## config.mk

```make
export PLATFORM = sky130hd
export DESIGN_NAME = tdc_therm_decoder
export DESIGN_NICKNAME = d
export VERILOG_FILES = /design/src/rtl/tdc_pkg.sv /design/src/rtl/tdc_therm2bin.sv /design/src/rtl/tdc_therm_decoder.sv
export SDC_FILE = /design/constraint.sdc
export NUM_CORES = 1
export LEC_CHECK = 0
export ABC_AREA = 1
export BUFFER_PORTS_ARGS = -buffer_cell sky130_fd_sc_hd__buf_2
export CAP_MARGIN = 20
export CELL_PAD_IN_SITES_DETAIL_PLACEMENT = 0
export CELL_PAD_IN_SITES_GLOBAL_PLACEMENT = 1
export CORE_MARGIN = 4
export CORE_UTILIZATION = 45
export CTS_BUF_LIST = sky130_fd_sc_hd__clkbuf_8
export DETAILED_ROUTE_END_ITERATION = 16
export GPL_ROUTABILITY_DRIVEN = 0
export HOLD_SLACK_MARGIN = 0.12
export PLACE_DENSITY_LB_ADDON = 0.1
export SLEW_MARGIN = 20
export SYNTH_ARGS = -nofsm -noshare
export SYNTH_HDL_FRONTEND = slang
export SYNTH_SLANG_ARGS = --single-unit
```

## constraint.sdc

```tcl
create_clock -name clk -period 6.9 [get_ports clk]
set_input_delay 1.38 -clock clk [delete_from_list [all_inputs] [get_ports clk]]
set_output_delay 1.38 -clock clk [all_outputs]
set_load 0.02 [all_outputs]
```

## src/rtl/tdc_pkg.sv

```systemverilog
// Shared constants for the TDC thermometer decoder: FSM encodings, default
// delay-line width and the code-width helper.
package tdc_pkg;

  localparam int unsigned TDC_N_DELAY = 32;
  localparam int unsigned TDC_STATE_W = 3;

  localparam logic [TDC_STATE_W-1:0] TDC_IDLE   = 3'd0;
  localparam logic [TDC_STATE_W-1:0] TDC_SAMPLE = 3'd1;
  localparam logic [TDC_STATE_W-1:0] TDC_DECODE = 3'd2;
  localparam logic [TDC_STATE_W-1:0] TDC_ACCUM  = 3'd3;
  localparam logic [TDC_STATE_W-1:0] TDC_HOLD   = 3'd4;

  // Bits needed to hold any code 0..n.
  function automatic int unsigned tdc_code_w(input int unsigned n);
    return $clog2(n + 1);
  endfunction

endpackage

```

## src/rtl/tdc_therm2bin.sv

```systemverilog
// Combinational thermometer-to-binary converter: 3-tap majority bubble fix,
// popcount, and saturation detect (all taps set).
module tdc_therm2bin
  import tdc_pkg::*;
#(
  parameter int unsigned N_DELAY = TDC_N_DELAY,
  parameter int unsigned CODE_W  = tdc_code_w(N_DELAY)
) (
  input  logic [N_DELAY-1:0] therm_i,
  output logic [CODE_W-1:0]  code_c,
  output logic               sat_c
);

  // Padded line: tap below bit 0 reads 1, tap above the top bit reads 0.
  logic [N_DELAY+1:0] ext;
  logic [N_DELAY-1:0] fixed;
  logic [CODE_W-1:0]  cnt;

  assign ext = {1'b0, therm_i, 1'b1};

  // Majority of each tap and its two neighbours removes isolated bubbles.
  always_comb begin
    fixed = '0;
    for (int i = 0; i < int'(N_DELAY); i++) begin
      fixed[i] = (ext[i] & ext[i+1]) | (ext[i] & ext[i+2]) | (ext[i+1] & ext[i+2]);
    end
  end

  // Population count of the corrected thermometer.
  always_comb begin
    cnt = '0;
    for (int i = 0; i < int'(N_DELAY); i++) begin
      cnt = cnt + CODE_W'(fixed[i]);
    end
  end

  assign sat_c  = &therm_i;
  assign code_c = sat_c ? CODE_W'(N_DELAY) : cnt;

endmodule

```

## src/rtl/tdc_therm_decoder.sv

```systemverilog
// TDC thermometer decoder: synchronises start and the delay-line snapshot,
// decodes each sample, averages 2^ACC_LOG2 codes and hands the result off
// over valid/ready. Define TDC_MINMAX_EN to add per-batch min/max tracking;
// without it meas_min/meas_max are tied to 0.
module tdc_therm_decoder
  import tdc_pkg::*;
#(
  parameter int unsigned N_DELAY  = TDC_N_DELAY,
  parameter int unsigned CODE_W   = tdc_code_w(N_DELAY),
  parameter int unsigned ACC_LOG2 = 4
) (
  input  logic               clk,
  input  logic               rst_n,
  input  logic               start,
  input  logic [N_DELAY-1:0] therm_in,
  input  logic               clear,
  output logic               meas_valid,
  input  logic               meas_ready,
  output logic [CODE_W-1:0]  meas_avg,
  output logic [CODE_W-1:0]  meas_last,
  output logic               meas_ovf,
  output logic [7:0]         drop_cnt,
  output logic [CODE_W-1:0]  meas_min,
  output logic [CODE_W-1:0]  meas_max
);

  localparam int unsigned ACC_W  = CODE_W + ACC_LOG2;
  localparam int unsigned CNT_W  = (ACC_LOG2 > 0) ? ACC_LOG2 : 1;
  localparam int unsigned DROP_W = 8;
  localparam logic [CNT_W-1:0]  CNT_LAST = CNT_W'((1 << ACC_LOG2) - 1);
  localparam logic [DROP_W-1:0] DROP_MAX = '1;

  logic                   start_s1_q, start_s2_q, start_prev_q;
  logic [N_DELAY-1:0]     therm_s1_q, therm_s2_q, snap_q;
  logic [CODE_W-1:0]      code_q, code_c;
  logic                   sat_q, sat_c;

  logic [TDC_STATE_W-1:0] state_q, state_d;
  logic [ACC_W-1:0]       acc_q, acc_d;
  logic [CNT_W-1:0]       cnt_q, cnt_d;
  logic                   ovf_q, ovf_d;
  logic [DROP_W-1:0]      drop_q, drop_d;
  logic                   valid_q, valid_d;
  logic [CODE_W-1:0]      avg_q, avg_d;
  logic [CODE_W-1:0]      last_q, last_d;

  logic                   edge_c, accum_c, last_c;
  logic [ACC_W-1:0]       sum_c;

  tdc_therm2bin #(
    .N_DELAY (N_DELAY),
    .CODE_W  (CODE_W)
  ) u_therm2bin (
    .therm_i (snap_q),
    .code_c  (code_c),
    .sat_c   (sat_c)
  );

  assign edge_c  = start_s2_q & ~start_prev_q;
  assign accum_c = (state_q == TDC_ACCUM);
  assign last_c  = (cnt_q == CNT_LAST);
  assign sum_c   = acc_q + ACC_W'(code_q);

  // Two-flop synchronisers for the start pad and the delay-line snapshot.
  always_ff @(posedge clk or negedge rst_n) begin
    if (!rst_n) begin
      start_s1_q   <= 1'b0;
      start_s2_q   <= 1'b0;
      start_prev_q <= 1'b0;
      therm_s1_q   <= '0;
      therm_s2_q   <= '0;
    end else begin
      start_s1_q   <= start;
      start_s2_q   <= start_s1_q;
      start_prev_q <= start_s2_q;
      therm_s1_q   <= therm_in;
      therm_s2_q   <= therm_s1_q;
    end
  end

  // Snapshot capture in SAMPLE, registered decode result in DECODE.
  always_ff @(posedge clk or negedge rst_n) begin
    if (!rst_n) begin
      snap_q <= '0;
      code_q <= '0;
      sat_q  <= 1'b0;
    end else begin
      if (state_q == TDC_SAMPLE) snap_q <= therm_s2_q;
      if (state_q == TDC_DECODE) begin
        code_q <= code_c;
        sat_q  <= sat_c;
      end
    end
  end

  // FSM state and batch registers.
  always_ff @(posedge clk or negedge rst_n) begin
    if (!rst_n) begin
      state_q <= TDC_IDLE;
      acc_q   <= '0;
      cnt_q   <= '0;
      ovf_q   <= 1'b0;
      drop_q  <= '0;
      valid_q <= 1'b0;
      avg_q   <= '0;
      last_q  <= '0;
    end else begin
      state_q <= state_d;
      acc_q   <= acc_d;
      cnt_q   <= cnt_d;
      ovf_q   <= ovf_d;
      drop_q  <= drop_d;
      valid_q <= valid_d;
      avg_q   <= avg_d;
      last_q  <= last_d;
    end
  end

  // Next-state: sample sequencing, accumulation, handoff, drop counting; clear overrides all.
  always_comb begin
    state_d = state_q;
    acc_d   = acc_q;
    cnt_d   = cnt_q;
    ovf_d   = ovf_q;
    drop_d  = drop_q;
    valid_d = valid_q;
    avg_d   = avg_q;
    last_d  = last_q;

    if (edge_c && (state_q != TDC_IDLE) && (drop_q != DROP_MAX)) begin
      drop_d = drop_q + 8'd1;
    end

    case (state_q)
      TDC_IDLE:   if (edge_c) state_d = TDC_SAMPLE;
      TDC_SAMPLE: state_d = TDC_DECODE;
      TDC_DECODE: state_d = TDC_ACCUM;
      TDC_ACCUM: begin
        acc_d = sum_c;
        ovf_d = ovf_q | sat_q;
        if (last_c) begin
          state_d = TDC_HOLD;
          cnt_d   = '0;
          valid_d = 1'b1;
          avg_d   = CODE_W'(sum_c >> ACC_LOG2);
          last_d  = code_q;
        end else begin
          state_d = TDC_IDLE;
          cnt_d   = cnt_q + CNT_W'(1);
        end
      end
      TDC_HOLD: begin
        if (meas_ready) begin
          state_d = TDC_IDLE;
          valid_d = 1'b0;
          acc_d   = '0;
          ovf_d   = 1'b0;
        end
      end
      default: state_d = TDC_IDLE;
    endcase

    if (clear) begin
      state_d = TDC_IDLE;
      valid_d = 1'b0;
      acc_d   = '0;
      cnt_d   = '0;
      ovf_d   = 1'b0;
      drop_d  = '0;
    end
  end

  assign meas_valid = valid_q;
  assign meas_avg   = avg_q;
  assign meas_last  = last_q;
  assign meas_ovf   = ovf_q;
  assign drop_cnt   = drop_q;

`ifdef TDC_MINMAX_EN
  logic [CODE_W-1:0] bmin_q, bmin_d, bmax_q, bmax_d;
  logic [CODE_W-1:0] omin_q, omin_d, omax_q, omax_d;
  logic [CODE_W-1:0] nmin_c, nmax_c;

  assign nmin_c = (code_q < bmin_q) ? code_q : bmin_q;
  assign nmax_c = (code_q > bmax_q) ? code_q : bmax_q;

  // Per-batch extremes; trackers restart at each batch end or clear.
  always_ff @(posedge clk or negedge rst_n) begin
    if (!rst_n) begin
      bmin_q <= CODE_W'(N_DELAY);
      bmax_q <= '0;
      omin_q <= '0;
      omax_q <= '0;
    end else begin
      bmin_q <= bmin_d;
      bmax_q <= bmax_d;
      omin_q <= omin_d;
      omax_q <= omax_d;
    end
  end

  // Track every accumulated code and publish on entry to HOLD.
  always_comb begin
    bmin_d = bmin_q;
    bmax_d = bmax_q;
    omin_d = omin_q;
    omax_d = omax_q;
    if (clear) begin
      bmin_d = CODE_W'(N_DELAY);
      bmax_d = '0;
    end else if (accum_c) begin
      if (last_c) begin
        omin_d = nmin_c;
        omax_d = nmax_c;
        bmin_d = CODE_W'(N_DELAY);
        bmax_d = '0;
      end else begin
        bmin_d = nmin_c;
        bmax_d = nmax_c;
      end
    end
  end

  assign meas_min = omin_q;
  assign meas_max = omax_q;
`else
  assign meas_min = '0;
  assign meas_max = '0;
`endif

endmodule

```

# ---- Word-level counts from Yosys, hierarchy flattened
# Cells that the tools add are included.
dict set report word_totals {
  word_cells 217
  ff_bits 145
  output_inout_bits 34
}
dict set report op_classes {
  n_reduce_logical 12
  add_sub_neg 34
  n_mux 20
  bitwise 126
  eq_ne 9
}
# op count
set op_table {}
lappend op_table {{$add A6 B1 Y6} 30}
lappend op_table {{$or A1 B1 Y1} 63}
lappend op_table {{$and A1 B1 Y1} 62}
lappend op_table {{$reduce_and A32 Y1} 1}
lappend op_table {{$mux W10} 2}
lappend op_table {{$pmux W10 S2} 1}
lappend op_table {{$mux W8} 2}
lappend op_table {{$pmux W3 S5} 1}
lappend op_table {{$mux W3} 4}
lappend op_table {{$mux W4} 3}
lappend op_table {{$add A10 B6 Y10} 1}
lappend op_table {{$add A8 B1 Y8 const B} 1}
lappend op_table {{$ne A8 B8 Y1 const B} 1}
lappend op_table {{$eq A3 B2 Y1 const B} 2}
lappend op_table {{$mux W6} 1}
lappend op_table {{$ne A3 B3 Y1 const B} 2}
lappend op_table {{$reduce_and A2 Y1} 3}
lappend op_table {{$reduce_bool A3 Y1} 2}
lappend op_table {{$add A4 B1 Y4 const B} 1}
lappend op_table {{$eq A4 B4 Y1 const B} 1}
lappend op_table {{$mux W1} 4}
lappend op_table {{$pmux W1 S2} 2}
lappend op_table {{$reduce_bool A2 Y1} 2}
lappend op_table {{$eq A3 B1 Y1 const B} 1}
lappend op_table {{other kinds (7)} 8}

# ---- Longest topological paths before layout
# Gate-level depths: netlist of run 1.
dict set report depth {
  word_depth 35
  mapped_depth 24
  depth_no_buf 24
}

# ---- Cells and area by module
# From an unflattened synthesis of run 1, not the netlist that was laid out.
dict set report hier_totals {
  hier_cells 632
  hier_area_um2 6742.7
}
# module area_per_inst_um2 cells_each seq_area_each_um2 n_inst
set modules_own_cells {}
lappend modules_own_cells {tdc_therm_decoder 5417.7 434 3628.5 1}
lappend modules_own_cells {tdc_therm2bin 1325.0 198 0.0 1}

# ---- Worst setup path before layout of run 1
# No wires, ideal clock.
dict set report synth_path {
  path_kind {reg2reg}
  startpoint {register snap_q[1]}
  endpoint {register code_q[4]}
  period_less_slack_ps 5669
  n_path_buf 0
  setup_ps 117
  arrival_ps 5552
  t_required_ps 6783
  stages_incl_launch_ff 21
  setup_slack_ps 1231
  path_cell_list {dfrtp_1 -> or2_2 -> o21a_1 -> ha_1 -> inv_1 -> fa_1 -> inv_1 -> fa_1 -> fa_1 -> fa_1 -> inv_1 -> fa_1 -> fa_1 -> fa_1 -> fa_1 -> nand3b_1 -> nand2_1 -> xnor2_1 -> nor2_1 -> nand2_1 -> nand2_1}
}
dict set report synth_via {
  elab_chain_cells 35
}
# element line_no
set synth_rtl {}
lappend synth_rtl {{start, declared} tdc_therm_decoder.sv:34} ;# logic [N_DELAY-1:0] therm_s1_q, therm_s2_q, snap_q;
lappend synth_rtl {{start signal, assigned} tdc_therm_decoder.sv:88} ;# if (state_q == TDC_SAMPLE) snap_q <= therm_s2_q;
lappend synth_rtl {{$and A1 B1 Y1} tdc_therm2bin.sv:25} ;# fixed[i] = (ext[i] & ext[i+1]) | (ext[i] & ext[i+2]) | (ext[i+1] & ext[i+2]);
lappend synth_rtl {{$or A1 B1 Y1 (2 in a row)} tdc_therm2bin.sv:25}
lappend synth_rtl {{$add A1 B1 Y2} tdc_therm2bin.sv:33} ;# cnt = cnt + CODE_W'(fixed[i]);
lappend synth_rtl {{$add A6 B1 Y6 (30 in a row)} tdc_therm2bin.sv:33}
lappend synth_rtl {{$mux W6 *} tdc_therm2bin.sv:38} ;# assign code_c = sat_c ? CODE_W'(N_DELAY) : cnt;
lappend synth_rtl {{end signal, assigned} tdc_therm_decoder.sv:90} ;# code_q <= code_c;
lappend synth_rtl {{end, declared} tdc_therm_decoder.sv:35} ;# logic [CODE_W-1:0] code_q, code_c;
# Mark *: on every way between the ends. The rest lies on a longest branch, timed or not.
# A chain may end at the register's enable or synchronous reset.

# ---- Worst setup path in the final report of run 1
# Same ends and word-level chain as after synthesis.

==> results of run 1 <==
## metal layers
layer / vias up / global-route usage, % / wire, um
met3: 10 / 4.36 / 480
li1: 2077 / - / -
met5: - / 0 / 0
met4: 0 / 5.00 / 129
met2: 60 / 23.8 / 5240
met1: 2000 / 23.1 / 6010
## final cells by class
| type | count | area (um2) | share of cell area, % |
|---|---|---|---|
| sequential | 145 | 3630 | 48.8 |
| multi-input combinational | 393 | 2580 | 34.8 |
| timing repair buffer | 59 | 304 | 4.09 |
| inverter | 72 | 270 | 3.64 |
| clock buffer | 19 | 262 | 3.52 |
| tap | 180 | 225 | 3.03 |
| clock inverter | 12 | 156 | 2.11 |
## worst register-to-register path, stage by stage, from the launching register on
cell	delay, ns
dfrtp_1	0.40
or2_2	0.32
o21a_1	0.11
ha_1	0.27
inv_1	0.05
fa_1	0.52
inv_1	0.05
fa_1	0.48
fa_1	0.52
fa_1	0.54
inv_1	0.05
fa_1	0.52
fa_1	0.52
fa_1	0.48
fa_1	0.42
nand3b_1	0.17
nand2_1	0.08
xnor2_1	0.11
nor2_1	0.05
nand2_1	0.06
nand2_1	0.05
## cell families (layout without fill, tap and decap cells)
| logic type | count (synthesis) | in the layout | synth area share (%) |
|---|---|---|---|
| xor gates and xnor gates | 10 | 10 | 1.33 |
| adders and majority gates | 43 | 43 | 10.9 |
| AOI/OAI and AO/OA | 58 | 58 | 5.02 |
| muxes | 27 | 27 | 5.13 |
| buffers and inverters | 91 | 162 | 6.29 |
| and+or+nand+nor | 243 | 243 | 16.1 |
| DFF | 145 | 145 | 55.1 |
| other | 1 | 12 | 0.0569 |
## state kept, by name, summed over array words and instances, names as in the netlist, 3 cells and up
signal,flops
snap_q,32
therm_s2_q,32
code_q,6
acc_q,10
meas_last,6
cnt_q,4
state_q,3
therm_s1_q,32
drop_cnt,8
meas_avg,6
## through the flow
stage	instance area, um2	setup slack, ns	std cells	hold WS, ns
5_1_grt	7430	0.728	880	0.350
2_1_floorplan	6630	1.23	629	0.331
3_5_place_dp	7010	1.00	849	0.335
6_report	7430	1.01	880	0.350
3_3_place_gp	7010	1.11	849	0.331
4_1_cts	7430	0.958	880	0.346
## cells in the final DEF, fill, tap and decap left out, drive strengths merged
master,n
buf,59
clkinv,2
nand4,4
o21ai,27
a22oi,1
or2,5
xor2,5
maj3,2
mux2,27
o21a,2
xnor2,5
nor2,48
bufinv,3
nand3b,3
dfrtp,145
clkbuf,19
nand2,135
ha,16
nand3,45
clkinvlp,4
conb,12
nor3,3
a21o,1
inv,75
a21oi,18
o21bai,9
fa,25
## final timing paths
check / from / to
min in group asynchronous: rst_n / therm_s1_q[21]
max in group asynchronous: rst_n / therm_s1_q[2]
max reg2reg: snap_q[1] / code_q[4]
min reg2reg: therm_s1_q[1] / therm_s2_q[1]
min: therm_s1_q[1] / therm_s2_q[1]
max: snap_q[1] / code_q[4]
==> impl_metrics.env, run 1 <==
export IMPL_synth_top_area_cell="dfrtp_1"
export IMPL_layout_drive_gt1_share_pct=19.6
export IMPL_ff2ff_path_depth=20
export IMPL_final_max_slew_viol_count=0
export IMPL_synthMostInstantiatedCell="dfrtp_1"
export IMPL_path_buf_inv=3
export IMPL_grt_pass1_wl_um=20800
export IMPL_crit_top_cell="fa_1"
export IMPL_r2r_slack_ns=1.01
export IMPL_dr_first_iter_drc_count=203
export IMPL_cp_arrival_ns=6.22
export IMPL_criticalPathCategory="reg2reg"
export IMPL_syn_area_per_cell_um2=10.7
export IMPL_portBuffers=58
export IMPL_track_usage_pct=16.0
export IMPL_clock_fmax_ghz=0.170
export IMPL_vias=4147
export IMPL_wl_um=11900
export IMPL_cts_tree="yes"
export IMPL_postRouteAntennaNets=0
export IMPL_synth_cell_types=37
export IMPL_holdBufCountCts=0
export IMPL_post_route_util_pct=52.7
export IMPL_grt_pass1_vias=4267
export IMPL_worstMarginPinSlew_ns=0.933
export IMPL_cp_required_ns=7.23
export IMPL_post_cts_buffers=0
export IMPL_finalSetupTns_ns=0
export IMPL_hold_viol_final=0
export IMPL_end_kind="flop"
export IMPL_netlist_area_mm2=0.00659
export IMPL_crit_chain="or2_2 -> o21a_1 -> ha_1 -> inv_1 -> fa_1 -> inv_1 -> fa_1 -> fa_1 -> fa_1 -> inv_1 -> fa_1 -> fa_1 -> fa_1 -> fa_1 -> nand3b_1 -> nand2_1 -> xnor2_1 -> nor2_1 -> nand2_1 -> nand2_1"
export IMPL_row_count=43
export IMPL_cts_root_buf="clkbuf_8"
export IMPL_hpwlAfterDp_um=8490
export IMPL_fin_crit_sh_pct=85.4
export IMPL_yosys_register_bits=145
export IMPL_clk_path_buf_depth=2
export IMPL_initial_utilization_pct=46.7
export IMPL_fillCellCount=1293
export IMPL_antenna_found_initial=0
export IMPL_clk_pin_slew_worst_paths_ns=0.07
export IMPL_netlist_top_cells_area="dfrtp_1 (55%), fa_1 (7.6%), nand2_1 (7.5%)"
export IMPL_skew_ns=0.00905
export IMPL_slew_headroom_pct=37.8
export IMPL_synth_seq_area_share_pct=55.1
export IMPL_synth_top_area_share_pct=55.1
export IMPL_slowest_stage="fa_1"
export IMPL_ys_warn_count=0
export IMPL_synth_edff_count=0
export IMPL_min_period_ns=5.89
export IMPL_status="finished, final reports clean"
export IMPL_setup_viol=0
export IMPL_grt_overflow=0
export IMPL_max_stage_delay_ns=0.54
export IMPL_insertion_delay_ns=0.44
export IMPL_finalNetCount=766
export IMPL_drc=0
export IMPL_cts_htree_levels=4
export IMPL_synthTopCellsByCount="dfrtp_1 (145), nand2_1 (132), inv_1 (68)"
export IMPL_die_area_mm2=0.0166
export IMPL_crit_path_start_kind="flop"
export IMPL_die_w_um=129
export IMPL_grt_max_degree=81
export IMPL_async_reset_ff_share_pct=100
export IMPL_wl_per_cell_um=13.5
export IMPL_io_pins=71
export IMPL_syn_inst=618
export IMPL_core_area_mm2=0.0141
export IMPL_first_pass_iters=4
export IMPL_n_antenna_cell=0
export IMPL_synth_main_ff_cell="dfrtp_1"
export IMPL_rsz0062_at_grt="false"
export IMPL_numCtsBuffers=17
export IMPL_worstSetupPathDepth=20
export IMPL_hold_class="reg2reg"
export IMPL_drv_cap=0
export IMPL_die_h_um=129
export IMPL_cts_sinks=145
export IMPL_holdPathStages=0
export IMPL_crit_family="adder cells"
export IMPL_cts_resized=0
export IMPL_viasPerCell=4.71
export IMPL_path_max_fanout=4
export IMPL_syn_to_final_growth_pct=12.8
Power of run 1 is left out: the tool's default activity adds up to more than one toggle a clock period on the data nets, which glitch-free logic cannot reach.
==> run 2, diff against run 1 <==
--- a/config.mk
+++ b/config.mk
@@ -5,7 +5,6 @@
 export SDC_FILE = /design/constraint.sdc
 export NUM_CORES = 1
 export LEC_CHECK = 0
-export ABC_AREA = 1
 export BUFFER_PORTS_ARGS = -buffer_cell sky130_fd_sc_hd__buf_2
 export CAP_MARGIN = 20
 export CELL_PAD_IN_SITES_DETAIL_PLACEMENT = 0
==> run 2 against run 1 <==
Net effect: synthesized area decreased by 0.86%; routed wire length is 2.5% lower; synthesized cell count down 16%; final area fell by 1.2%; clock skew increased by 0.0031 ns; register-to-register slack lost 0.18 ns; via count down 3.7%; core utilization shrank 0.46 points; maximum frequency shrank 3.0%; die area shrank 0.81%; non-clock buffer count is 1 higher; critical endpoint unchanged; largest cell class unchanged.
==> impl_metrics.env, run 2 <==
export IMPL_mostFrequentLayoutCell="dfrtp_1"
export IMPL_hp_start="therm_s1_q[1]"
export IMPL_synth_seq_area_share_pct=55.6
export IMPL_rsz0062_at_grt="false"
export IMPL_status="finished, final reports clean"
export IMPL_end_kind="flop"
export IMPL_post_cts_buffers=0
export IMPL_min_period_ns=6.07
export IMPL_crit_path_start_kind="flop"
export IMPL_hpwlAfterDp_um=8320
export IMPL_worstMarginPinSlew_ns=0.839
export IMPL_synthMostInstantiatedCell="dfrtp_1"
export IMPL_dr_first_iter_drc_count=161
export IMPL_synth_edff_count=0
export IMPL_cp_arrival_ns=6.40
export IMPL_grt_pass1_wl_um=19700
export IMPL_cts_root_buf="clkbuf_8"
export IMPL_syn_to_final_growth_pct=12.4
export IMPL_clk_path_buf_depth=2
export IMPL_drc=0
export IMPL_drv_cap=0
export IMPL_wl_um=11600
export IMPL_hold_class="reg2reg"
export IMPL_n_antenna_cell=0
export IMPL_finalNetCount=660
export IMPL_max_stage_delay_ns=0.54
export IMPL_portBuffers=58
export IMPL_dpl_cell_count=743
export IMPL_synth_main_ff_cell="dfrtp_1"
export IMPL_yosys_register_bits=145
export IMPL_grt_max_degree=76
export IMPL_core_area_mm2=0.0140
export IMPL_grt_pass1_vias=4084
export IMPL_largestRegisters="snap_q x32, therm_s1_q x32, therm_s2_q x32"
export IMPL_io_pins=71
export IMPL_crit_start="snap_q[2]"
export IMPL_ys_warn_count=0
export IMPL_first_pass_iters=4
export IMPL_numCtsBuffers=17
export IMPL_cts_resized=0
export IMPL_slew_headroom_pct=44.1
export IMPL_initial_utilization_pct=46.5
export IMPL_die_w_um=128
export IMPL_clk_pin_slew_worst_paths_ns=0.08
export IMPL_synth_top_area_cell="dfrtp_1"
export IMPL_postRouteAntennaNets=0
export IMPL_finalSetupTns_ns=0
export IMPL_row_count=43
export IMPL_path_max_fanout=7
export IMPL_async_reset_ff_share_pct=100
export IMPL_reg2reg_from="snap_q[2]"
export IMPL_skew_ns=0.0121
export IMPL_synth_cell_types=54
export IMPL_final_cell_mix="dfrtp_1 (145), buf_2 (57), nand2_1 (41)"
export IMPL_cp_required_ns=7.23
export IMPL_crit_top_cell="fa_1"
export IMPL_netlist_area_mm2=0.00653
export IMPL_fin_crit_sh_pct=88.0
export IMPL_slowest_stage="fa_1"
export IMPL_fillCellCount=1267
export IMPL_clock_fmax_ghz=0.165
export IMPL_holdBufCountCts=0
export IMPL_hold_viol_final=0
export IMPL_wl_per_cell_um=14.9
export IMPL_antenna_found_initial=0
export IMPL_cts_htree_levels=4
export IMPL_layoutNonFillerInstCount=775
export IMPL_criticalPathCategory="reg2reg"
export IMPL_vias=3994
export IMPL_insertion_delay_ns=0.44
export IMPL_track_usage_pct=15.2
export IMPL_synth_top_area_share_pct=55.6
export IMPL_post_route_util_pct=52.2
export IMPL_die_area_mm2=0.0165
export IMPL_netlist_top_cells_area="dfrtp_1 (56%), fa_1 (7.7%), mux2_2 (5.9%)"
export IMPL_final_max_slew_viol_count=0
export IMPL_crit_chain="maj3_1 -> ha_1 -> inv_1 -> fa_1 -> inv_1 -> fa_1 -> fa_1 -> fa_1 -> inv_1 -> fa_1 -> fa_1 -> fa_1 -> fa_1 -> nor2b_1 -> o21a_1 -> nor3_1 -> o41ai_1"
export IMPL_grt_overflow=0
export IMPL_setup_viol=0
export IMPL_synthTopCellsByCount="dfrtp_1 (145), nand2_1 (41), mux2_2 (34)"
export IMPL_cts_tree="yes"
export IMPL_layout_drive_gt1_share_pct=22.7
export IMPL_syn_area_per_cell_um2=12.6
export IMPL_viasPerCell=5.15
export IMPL_syn_inst=519
export IMPL_cts_sinks=145
export IMPL_die_h_um=128
[run 2: cell count changes after synthesis, moves of 9 or more]
cell	change
nand2_1	-91
inv_1	-38
nand3_1	-38
nor2_1	-33
mux2_2	+16
a21o_1	+15
maj3_1	+15
or3_1	+10
mux2_4	-9
o21bai_1	-9
[run 2: layout make-up]
type	instances	area [um2]	area share, %
multi-input combinational	328	2670	36.4
timing repair buffer	60	312	4.25
clock buffer	17	234	3.19
clock inverter	15	155	2.11
sequential	145	3630	49.5
tap	180	225	3.07
inverter	30	113	1.53
[run 2: layer usage]
metal,part of all wire [%],GRT usage [%],vias up
li1,-,-,1934
met1,45,19.3,1966
met2,49,24.5,76
met3,4.2,4.40,18
met4,2.0,6.43,0
met5,0,0,-
[run 2: metrics by stage]
step | instance area [um2] | hold WS [ns] | setup WS (ns)
finish | 7340 | 0.351 | 0.828
global route | 7340 | 0.363 | 0.521
CTS | 7340 | 0.354 | 0.801
detailed placement | 6950 | 0.336 | 0.827
global placement | 6950 | 0.333 | 0.974
floorplan | 6570 | 0.331 | 1.11
[run 2: path summary, 6_finish.rpt]
| check | end | slack [ns] | depth (start not counted) |
|---|---|---|---|
| worst max-delay path | code_q[4] | 0.83 | 17 |
| worst min-delay path | therm_s2_q[1] | 0.35 | 0 |
| worst max register to register | code_q[4] | 0.83 | 17 |
| worst min register to register | therm_s2_q[1] | 0.35 | 0 |
| max in group asynchronous | snap_q[1] | 4.65 | 2 |
| min in group asynchronous | drop_cnt[2] | 0.94 | 1 |
[run 2: logic make-up (layout without fill, tap and decap cells)]
| kind of cell | count (synthesis) | after routing | share of synthesized area (%) |
|---|---|---|---|
| simple gates | 111 | 111 | 8.99 |
| flops | 145 | 145 | 55.6 |
| xor+xnor | 7 | 7 | 0.939 |
| mux | 36 | 36 | 6.19 |
| fa+ha+maj | 58 | 58 | 13.3 |
| other cells | 1 | 12 | 0.0574 |
| buf+inv | 57 | 122 | 4.25 |
| compound gates | 104 | 104 | 10.7 |
[run 2: critical path, delay by kind of cell, from the launching register on]
family	cells	cell delay [ns]
flip-flops	1	0.45
adder cells (fa/ha/maj)	10	4.64
AO/OA/AOI/OAI	2	0.48
buffers and inverters	3	0.16
AND/OR/NAND/NOR	2	0.22
Power of run 2 is left out for the same reason.
==> run 3, diff against run 2 <==
==> constraint.sdc (replaced) <==
create_clock -name clk -period 5.5 [get_ports clk]
set_input_delay 1.1 -clock clk [delete_from_list [all_inputs] [get_ports clk]]
set_output_delay 1.1 -clock clk [all_outputs]
set_load 0.02 [all_outputs]
==> run 3 against run 2 <==
Net effect: first-iteration DRC count is 9.3% lower; cell count is 3.4% higher; clock skew is 0.0040 ns lower; worst hold slack worse by 0.0054 ns; core utilization is 1.7 points higher; clock-buffer cell count is 2 higher; via count is 1.9% higher; final area is 3.2% higher.
==> impl_metrics.env, run 3 (synthesis gave the netlist of run 2 again) <==
export IMPL_status="finished, final reports clean"
export IMPL_drv_cap=0
export IMPL_min_period_ns=5.40
export IMPL_postRouteAntennaNets=0
export IMPL_skew_ns=0.00809
export IMPL_cts_tree="yes"
export IMPL_cp_required_ns=5.84
export IMPL_track_usage_pct=15.7
export IMPL_crit_family="adder cells"
export IMPL_finalNetCount=686
export IMPL_insertion_delay_ns=0.45
export IMPL_fin_area_mm2=0.00757
export IMPL_n_antenna_cell=0
export IMPL_viasPerCell=5.08
export IMPL_worstMarginPinSlew_ns=0.879
export IMPL_hold_class="reg2reg"
export IMPL_slowest_stage="fa_1"
export IMPL_grt_max_degree=100
export IMPL_cts_root_buf="clkbuf_8"
export IMPL_clk_pin_slew_worst_paths_ns=0.08
export IMPL_dr_first_iter_drc_count=146
export IMPL_portBuffers=58
export IMPL_cts_htree_levels=4
export IMPL_criticalPathCategory="reg2reg"
export IMPL_grt_pass1_vias=4254
export IMPL_first_pass_iters=4
export IMPL_grt_overflow=0
export IMPL_rsz0062_at_grt="true"
export IMPL_end_kind="flop"
export IMPL_die_h_um=128
export IMPL_cts_sinks=145
export IMPL_path_buf_inv=3
export IMPL_row_count=43
export IMPL_clk_path_buf_depth=2
export IMPL_grt_pass1_wl_um=20400
export IMPL_fin_crit_sh_pct=98.3
export IMPL_largestRegisters="snap_q x32, therm_s1_q x32, therm_s2_q x32"
export IMPL_crit_path_start_kind="flop"
export IMPL_core_area_mm2=0.0140
export IMPL_numCtsBuffers=17
export IMPL_hold_viol_final=0
export IMPL_slew_headroom_pct=41.4
export IMPL_hpwlAfterDp_um=8420
export IMPL_die_w_um=128
export IMPL_path_max_fanout=3
export IMPL_syn_to_final_growth_pct=16.0
export IMPL_clock_fmax_ghz=0.185
export IMPL_vias=4068
export IMPL_final_max_slew_viol_count=0
export IMPL_io_pins=71
export IMPL_place_area_mm2=0.00711
export IMPL_cp_arrival_ns=5.75
export IMPL_max_stage_delay_ns=0.50
export IMPL_initial_utilization_pct=46.5
export IMPL_wl_um=11600
export IMPL_setup_viol=0
export IMPL_crit_top_cell="fa_1"
export IMPL_wl_per_cell_um=14.5
export IMPL_crit_chain="maj3_2 -> ha_4 -> inv_2 -> fa_1 -> inv_1 -> fa_1 -> fa_1 -> fa_1 -> inv_1 -> fa_1 -> fa_1 -> fa_2 -> fa_2 -> nor2b_2 -> o21a_1 -> nor3_1 -> o41ai_1"
export IMPL_mostFrequentLayoutCell="dfrtp_1"
export IMPL_layout_drive_gt1_share_pct=28.7
export IMPL_antenna_found_initial=0
export IMPL_final_cell_mix="dfrtp_1 (143), buf_2 (57), nand2_1 (41)"
export IMPL_drc=0
export IMPL_die_area_mm2=0.0165
==> run 3: cell count changes in the layout (fill, tap and decap cells not counted), sizes merged <==
| cell | previous run | this run |
|---|---|---|
| clkbuf | 17 | 19 |
| clkinvlp | 1 | 2 |
| buf | 60 | 86 |
| bufinv | 2 | 0 |
| clkinv | 3 | 2 |
==> run 3: layout make-up <==
cell class,count,area [um2]
Inverter,30,113
Sequential cell,145,3630
Fill cell,1222,6470
Timing Repair Buffer,86,507
Clock buffer,19,262
Multi-Input combinational cell,328,2720
Clock inverter,13,113
Tap cell,180,225
==> run 3: repair_timing <==
item | CTS | global route
setup buffers | 4 | 2
resized for setup | 4 | 9
pin swaps | 11 | 10
hold buffers | 0 | 0
endpoints found under the setup margin | 2 | 4
==> run 3: worst reg2reg max path: cells and delay by family, from the launching register on <==
kind                     cells  cell delay (ns)
adder cells (fa/ha/maj)     10             4.14
buffers and inverters        3             0.13
AND/OR/NAND/NOR              2             0.18
flip-flops                   1             0.40
AO/OA/AOI/OAI                2             0.45
==> run 3: worst paths after layout <==
check / from / slack (ns) / cells after the start / endpoint
min in group asynchronous: rst_n / 0.72 / 1 / drop_cnt[5]
max in group asynchronous: rst_n / 3.64 / 2 / snap_q[21]
min reg2reg: therm_s1_q[8] / 0.35 / 0 / therm_s2_q[8]
min: therm_s1_q[8] / 0.35 / 0 / therm_s2_q[8]
max: snap_q[0] / 0.1 / 17 / code_q[4]
max reg2reg: snap_q[0] / 0.1 / 17 / code_q[4]
==> run 3: per-layer routing <==
metal,GRT usage (%),vias up,wire (um)
li1,-,1969,-
met2,25.9,77,5720
met3,4.57,16,491
met5,0,-,0
met4,6.80,0,274
met1,19.4,2006,5110
==> run 3: per-stage QoR <==
stage	setup TNS [ns]	utilization (%)	setup slack, ns	hold WS (ns)	cells
detailed placement	-0.186	50.6	-0.186	0.335	764
global placement	-0.0725	50.6	-0.0725	0.332	764
global route	-0.115	53.9	-0.115	0.349	801
finish	0	53.9	0.0961	0.345	801
floorplan	0	-	0.0135	0.331	530
CTS	-0.128	53.6	-0.0979	0.349	800
Power of run 3 is left out for the same reason.
